[config.mk]
export PLATFORM = sky130hd
export DESIGN_NAME = matrix_row_collector
export DESIGN_NICKNAME = d
export VERILOG_FILES = /design/src/rtl/matrix_row_collector.sv
export SDC_FILE = /design/constraint.sdc
export NUM_CORES = 1
export LEC_CHECK = 0
export CORE_ASPECT_RATIO = 0.6
export CORE_MARGIN = 4
export CORE_UTILIZATION = 50
export DETAILED_ROUTE_END_ITERATION = 10
export GPL_TIMING_DRIVEN = 0
export PLACE_DENSITY = 0.71
export SETUP_SLACK_MARGIN = 0.4
export SYNTH_ARGS = -nofsm -noshare
export SYNTH_HDL_FRONTEND = slang
export SYNTH_SLANG_ARGS = --single-unit
[constraint.sdc]
create_clock -name Clock -period 9.5 [get_ports Clock]
set_clock_uncertainty 0.2 [all_clocks]
set_input_delay 1.425 -clock Clock [delete_from_list [all_inputs] [get_ports Clock]]
set_output_delay 1.425 -clock Clock [all_outputs]
set_load 0.05 [all_outputs]
[src/rtl/matrix_row_collector.sv]
// Captures four ALU result rows, then writes the 4x4 matrix row-major to memory.
// Optional COLLECT_COUNT_EN adds a wrapping 8-bit completed-matrix counter.
module matrix_row_collector #(
  parameter int DATA_W = 32,
  parameter int ADDR_W = 16
) (
  input  logic              Clock,
  input  logic              ClearAll,
  input  logic              Start,
  input  logic [ADDR_W-1:0] DestAddr,
  input  logic              RowDone,
  input  logic              RowError,
  input  logic [DATA_W-1:0] RowIn1,
  input  logic [DATA_W-1:0] RowIn2,
  input  logic [DATA_W-1:0] RowIn3,
  input  logic [DATA_W-1:0] RowIn4,
  input  logic              MemReady,
  output logic              MemWrite,
  output logic [ADDR_W-1:0] MemAddr,
  output logic [DATA_W-1:0] MemData,
  output logic              Busy,
  output logic              Done,
`ifdef COLLECT_COUNT_EN
  output logic [7:0]        MatrixCount,
`endif
  output logic              Error
);

  typedef enum logic [1:0] {
    S_IDLE,
    S_COLLECT,
    S_WRITE,
    S_DONE
  } state_t;

  state_t            state;
  logic [DATA_W-1:0] buffer [16];
  logic [ADDR_W-1:0] base;
  logic [1:0]        ridx;
  logic [3:0]        widx;
  logic [3:0]        next_widx;
  logic              prev;
  logic              row_edge;
  logic              capture;

  assign row_edge  = RowDone & ~prev;
  assign capture   = (state == S_COLLECT) & row_edge;
  assign next_widx = widx + 4'd1;

  // Buffer contents are don't-care after reset, so no reset term.
  always_ff @(posedge Clock) begin
    if (capture) begin
      buffer[{ridx, 2'd0}] <= RowIn1;
      buffer[{ridx, 2'd1}] <= RowIn2;
      buffer[{ridx, 2'd2}] <= RowIn3;
      buffer[{ridx, 2'd3}] <= RowIn4;
    end
  end

  always_ff @(posedge Clock or negedge ClearAll) begin
    if (!ClearAll) begin
      state    <= S_IDLE;
      base     <= '0;
      ridx     <= '0;
      widx     <= '0;
      prev     <= 1'b0;
      MemWrite <= 1'b0;
      MemAddr  <= '0;
      MemData  <= '0;
      Busy     <= 1'b0;
      Done     <= 1'b0;
      Error    <= 1'b0;
    end else begin
      prev <= RowDone;
      Done <= 1'b0;
      unique case (state)
        S_IDLE: begin
          if (Start) begin
            base  <= DestAddr;
            Error <= 1'b0;
            ridx  <= '0;
            Busy  <= 1'b1;
            state <= S_COLLECT;
          end
        end
        S_COLLECT: begin
          if (row_edge) begin
            if (RowError) Error <= 1'b1;
            ridx <= ridx + 2'd1;
            // Word 0 lives in row 0, already stored by now.
            if (ridx == 2'd3) begin
              state    <= S_WRITE;
              widx     <= '0;
              MemWrite <= 1'b1;
              MemAddr  <= base;
              MemData  <= buffer[0];
            end
          end
        end
        S_WRITE: begin
          if (row_edge) Error <= 1'b1;
          if (MemReady) begin
            if (widx == 4'd15) begin
              state    <= S_DONE;
              MemWrite <= 1'b0;
              Busy     <= 1'b0;
              Done     <= 1'b1;
            end else begin
              widx    <= next_widx;
              MemAddr <= base + ADDR_W'(next_widx);
              MemData <= buffer[next_widx];
            end
          end
        end
        S_DONE: begin
          state <= S_IDLE;
        end
        default: state <= S_IDLE;
      endcase
    end
  end

`ifdef COLLECT_COUNT_EN
  always_ff @(posedge Clock or negedge ClearAll) begin
    if (!ClearAll) begin
      MatrixCount <= '0;
    end else if (state == S_DONE) begin
      MatrixCount <= MatrixCount + 8'd1;
    end
  end
`endif

endmodule
Word level (Yosys, flattened, before mapping)
Memory sizes are Yosys's and may differ from the RTL's.
Index checks and enable logic that the tools add are counted.
{"block": "word_totals", "regBits": 77, "elab_cells": 84, "memories": 1, "ramBits": 512, "out_inout_bits": 52, "in_bits": 150}
{"memory": "buffer", "words": 16, "word_bits": 32, "read_ports": 2, "rd_ports_with_merged_regs": 0, "write_ports": 4, "line_no": "37", "source": "logic [DATA_W-1:0] buffer [16];"}
{"block": "classes", "n_eq_ne": 13, "addsub": 3, "bitwise_logic": 3, "mux": 41, "n_reduce_logical": 12}
{"op": "32-bit 2-to-1 mux", "count": 4}
{"op": "16-bit 2-to-1 mux", "count": 4}
{"op": "32-bit case mux with 2 select lines", "count": 1}
{"op": "16-bit case mux with 2 select lines", "count": 1}
{"op": "5-bit AND reduction", "count": 4}
{"op": "16-bit by 4-bit adder with 16-bit output", "count": 1}
{"op": "4-bit 2-to-1 mux", "count": 4}
{"op": "1-bit 2-to-1 mux", "count": 14}
{"op": "2-bit 2-to-1 mux", "count": 7}
{"op": "2-bit inequality test (second input constant)", "count": 7}
{"op": "2-bit case mux with 4 select lines", "count": 1}
{"op": "4-bit case mux with 2 select lines", "count": 1}
{"op": "2-bit equality test (second input constant)", "count": 3}
{"op": "2-bit nonzero test", "count": 3}
{"op": "4-bit by 1-bit adder with 4-bit output (second input constant)", "count": 1}
{"op": "4-bit equality test (second input constant)", "count": 1}
{"op": "1-bit case mux with 2 select lines", "count": 2}
{"op": "2-bit case mux with 2 select lines", "count": 1}
{"op": "4-bit AND reduction", "count": 1}
{"op": "1-bit case mux with 3 select lines", "count": 1}
{"op": "3-bit AND reduction", "count": 1}
{"op": "3-bit nonzero test", "count": 1}
{"op": "2-bit by 1-bit adder with 2-bit output (second input constant)", "count": 1}
{"op": "1-bit bitwise AND", "count": 2}
{"op": "5 further kinds", "count": 5}

Logic depth before layout (Yosys ltp)
{"block": "logic_depth", "depth_word": 5, "depth_mapped": 13, "depth_no_buf": 9}

Worst setup path after synthesis
Ideal clock, no wire load.
{"block": "synth_path", "path_type": "input-to-reg", "start": "in RowDone", "end": "mem buffer[12][0] (enable)", "t_arrival_ns": 4.684, "stages": 2, "t_required_ns": 8.797, "setup_ns": 0.503, "path_buffers": 0, "setup_slack_ns": 4.113, "cell_sequence": "nor2b_1 > and3_1"}
{"item": "start, declared", "line_no": "11", "source": "input logic RowDone,"}
{"item": "end, declared", "line_no": "37"}

Final worst setup path
{"block": "layout_path", "start": "reg widx[1]", "end": "reg MemAddr[10]"}
{"block": "layout_via", "elab_chain_len": 5, "elab_cells_between_ends": 8, "cone_classes": "add/sub (2); eq/ne (2); mux (3); reduce/logical (1)"}
{"item": "start, declared", "line_no": "40", "source": "logic [3:0] widx;"}
{"item": "start signal, assigned", "line_no": "109", "source": "widx <= next_widx;"}
{"item": "4-bit by 1-bit adder with 4-bit output", "line_no": "48", "source": "assign next_widx = widx + 4'd1;"}
{"item": "16-bit by 4-bit adder with 16-bit output", "line_no": "110", "source": "MemAddr <= base + ADDR_W'(next_widx);"}
{"item": "16-bit 2-to-1 mux", "line_no": "103", "source": "if (widx == 4'd15) begin"}
{"item": "16-bit 2-to-1 mux", "line_no": "102", "source": "if (MemReady) begin"}
{"item": "16-bit case mux with 2 select lines", "line_no": "76", "source": "unique case (state)"}
{"item": "end signal, assigned", "line_no": "95", "source": "MemAddr <= base;"}
{"item": "end signal, assigned", "line_no": "110"}
{"item": "end, declared", "line_no": "19", "source": "output logic [ADDR_W-1:0] MemAddr,"}
Parallel ways exist; a longest one is shown, timed or not. The select of a mux whose other input is x is not followed.
A chain may end at the register's enable or synchronous reset.

==> impl_metrics.toml <==
[logic_synthesis]
synth_top_area_cell = "edfxtp_1"
yosysMostFrequentCell = "edfxtp_1"
yosysWarnings = 0
yosysUniqueCellTypes = 41
synth_top_area_share_pct = 66.5
synth.top_cells.by_area = "edfxtp_1, mux4_2, dfrtp_1"
yosysSeqAreaShare_pct = 74.8
synth-main-ff-cell = "edfxtp_1"
syn_inst = 1117
synth_nets = 1281
synthTopCellsByCount = "edfxtp_1, mux4_2, dfrtp_1"
synth_edf_count = 512
avgSynthCellArea_um2 = 20.7
synth_area_um2 = 23100
synth_seq_cells = 589
async_flop_share_pct = 13.1

[timing]
setup_ws_ns = 5.03
fin_crit_sh_pct = 47.1
whs_ns = 0.299
finalSetupViolations = 0
fmax_mhz = 224
hold_viol = 0
report.final.slew_viol_count = 0
layout_min_cycle_time_ns = 4.47
worst_pin_slew_ns = 1.10
relSlewSlack_pct = 26.6
rsz0062_at_grt = "no"
finalSetupTns_ns = 0

[drt]
wire_per_inst_um = 27.4
wl_um = 56200
drc_errors = 0
first_pass_iters = 5
ant_nets = 0
first_iter_violations = 1353
vias = 12300
viasPerCell = 5.99

[clock_network]
max-clock-path-buffers = 3
cts_resized = 0
cts_made_buffers = 53
clk_pin_slew_ns = 0.07
clock_latency_ns = 0.58
postCtsHoldBufs = 0
tritoncts = "built"
htree_levels = 2
post_cts_buffers = 0
cts-root-buf = "clkbuf_16"
clock_sinks = 589

[hold_path]
hold_depth = 1
hold_class = "reg -> reg"

[layout]
post-route-cell-area_um2 = 28000
fin_util_pct = 61.7
nets = 1546
area_growth_pct = 20.8
drive_above_1_share_pct = 19.8
fillCellCount = 3150

[power_and_ir_drop]
pwr_density_cell_nw_per_um2 = 299
peakVddDrop_mv = 0.151
p_leak_uw = 0.00904

[critical_path]
cp_max_fo = 10
worstSetupPathType = "reg -> reg"
crit_path_end_kind = "register"
cp-start-kind = "register"
path_cells = "ha_1 -> buf_2 -> buf_2 -> buf_1 -> inv_2 -> fa_1 -> nor2b_1 -> o21ai_1 -> a2111oi_0 -> xnor2_1 -> o21ai_1"
cpMaxStageDelayCell = "buf_1"
cp.arrival_ns = 4.72
reg2regPathDepth = 11
cp_top_family = "buffers and inverters"
path_depth = 11
crit_buf_inv = 4
slowest_delay_ns = 0.78
cp.required_ns = 9.75

[floorplanning]
die-height_um = 175
core_um2 = 45300
io_pins = 202
start_util_pct = 51.1
die_area_um2 = 49900
std_cell_rows = 60
fp.dieW_um = 286

[placement]
place_worst_setup_slack_ns = 5.06
port_buffers = 201
dpl.hpwl_um = 36700
place_congestion = 0.800
place_area_um2 = 26200

[grt]
track_usage_pct = 22.8
first_global_vias = 12800
grt_pass1_wl_um = 84200
gr-total-overflow = 0
antenna_found_initial = 2
grt_max_degree = 54

[job]
maxCapViolations = 0

[status]
outcome = "complete, no violations"
==> final timing paths <==
kind,from,endpoint,slack (ns)
max in group asynchronous,ClearAll,MemData[21],7.72
hold reg to reg,Error,Error,0.30
min in group asynchronous,ClearAll,MemAddr[10],0.66
setup / recovery,widx[1],MemAddr[10],5.03
setup reg to reg,widx[1],MemAddr[10],5.03
hold / removal,Error,Error,0.30
==> metal layers <==
metal / share of wire (%) / track usage [%]
met1: 43 / 33.9
met2: 47 / 35.3
met3: 8.1 / 4.78
met4: 1.9 / 5.07
met5: 0 / 0
==> cell type report <==
type | instances | area, um2 | share of cell area (%)
Multi-Input combinational cell | 453 | 5450 | 19.5
Clock inverter | 29 | 297 | 1.06
Sequential cell | 589 | 17300 | 61.9
Tap cell | 620 | 776 | 2.78
Antenna cell | 2 | 5.00 | 0.0179
Clock buffer | 71 | 1490 | 5.32
Timing Repair Buffer | 210 | 2230 | 7.99
Buffer | 60 | 340 | 1.22
Inverter | 15 | 56.3 | 0.201
==> cell usage in the layout (no fill, tap or decap), types with 7 or more instances in the layout <==
master / Yosys / final
clkinv_1: 0 / 9
o21ai_1: 56 / 56
xnor2_1: 7 / 7
ha_1: 13 / 13
dfrtp_1: 77 / 77
clkbuf_16: 0 / 55
mux2_1: 17 / 17
o22a_1: 32 / 32
mux2_2: 32 / 32
mux2i_1: 35 / 35
a21oi_1: 9 / 9
nand2_1: 31 / 31
xor2_1: 7 / 7
buf_4: 9 / 10
nand3_1: 8 / 8
buf_1: 7 / 7
a22o_1: 33 / 33
inv_2: 7 / 7
mux4_2: 126 / 126
clkdlybuf4s50_1: 0 / 200
clkbuf_1: 30 / 41
clkinv_2: 0 / 10
inv_1: 8 / 8
edfxtp_1: 512 / 512
buf_2: 8 / 8
==> state kept, by name, indices dropped and copies added, names as in the netlist <==
| register | count |
|---|---|
| MemData | 32 |
| buffer | 512 |
| Busy | 1 |
| Error | 1 |
| state | 2 |
| prev | 1 |
| MemAddr | 16 |
| base | 16 |
| Done | 1 |
| MemWrite | 1 |
| widx | 4 |
| ridx | 2 |
==> power by group <==
group / internal (uW) / total, uW / switching, uW
Clock: 1260 / 2200 / 934
Combinational: 1190 / 2920 / 1730
Sequential: 3080 / 3240 / 159
Total: 5540 / 8360 / 2820
==> logic make-up after synthesis <==
kind of cell | synth area share, %
flip-flops | 74.8
AND/OR/NAND/NOR | 1.42
AO/OA/AOI/OAI | 4.35
XOR/XNOR | 0.530
adder cells (fa/ha/maj) | 0.790
buffers and inverters | 1.71
multiplexers | 16.4
==> through the flow <==
| step | total power (uW) | cells |
|---|---|---|
| 4_1_cts | 8390 | 2047 |
| 6_report | 8360 | 2049 |
| 2_1_floorplan | 5160 | 1117 |
| 5_1_grt | 8700 | 2049 |
| 3_3_place_gp | 6130 | 1938 |
| 3_5_place_dp | 6200 | 1947 |
Note: power is estimated with default switching activity, not from simulation.
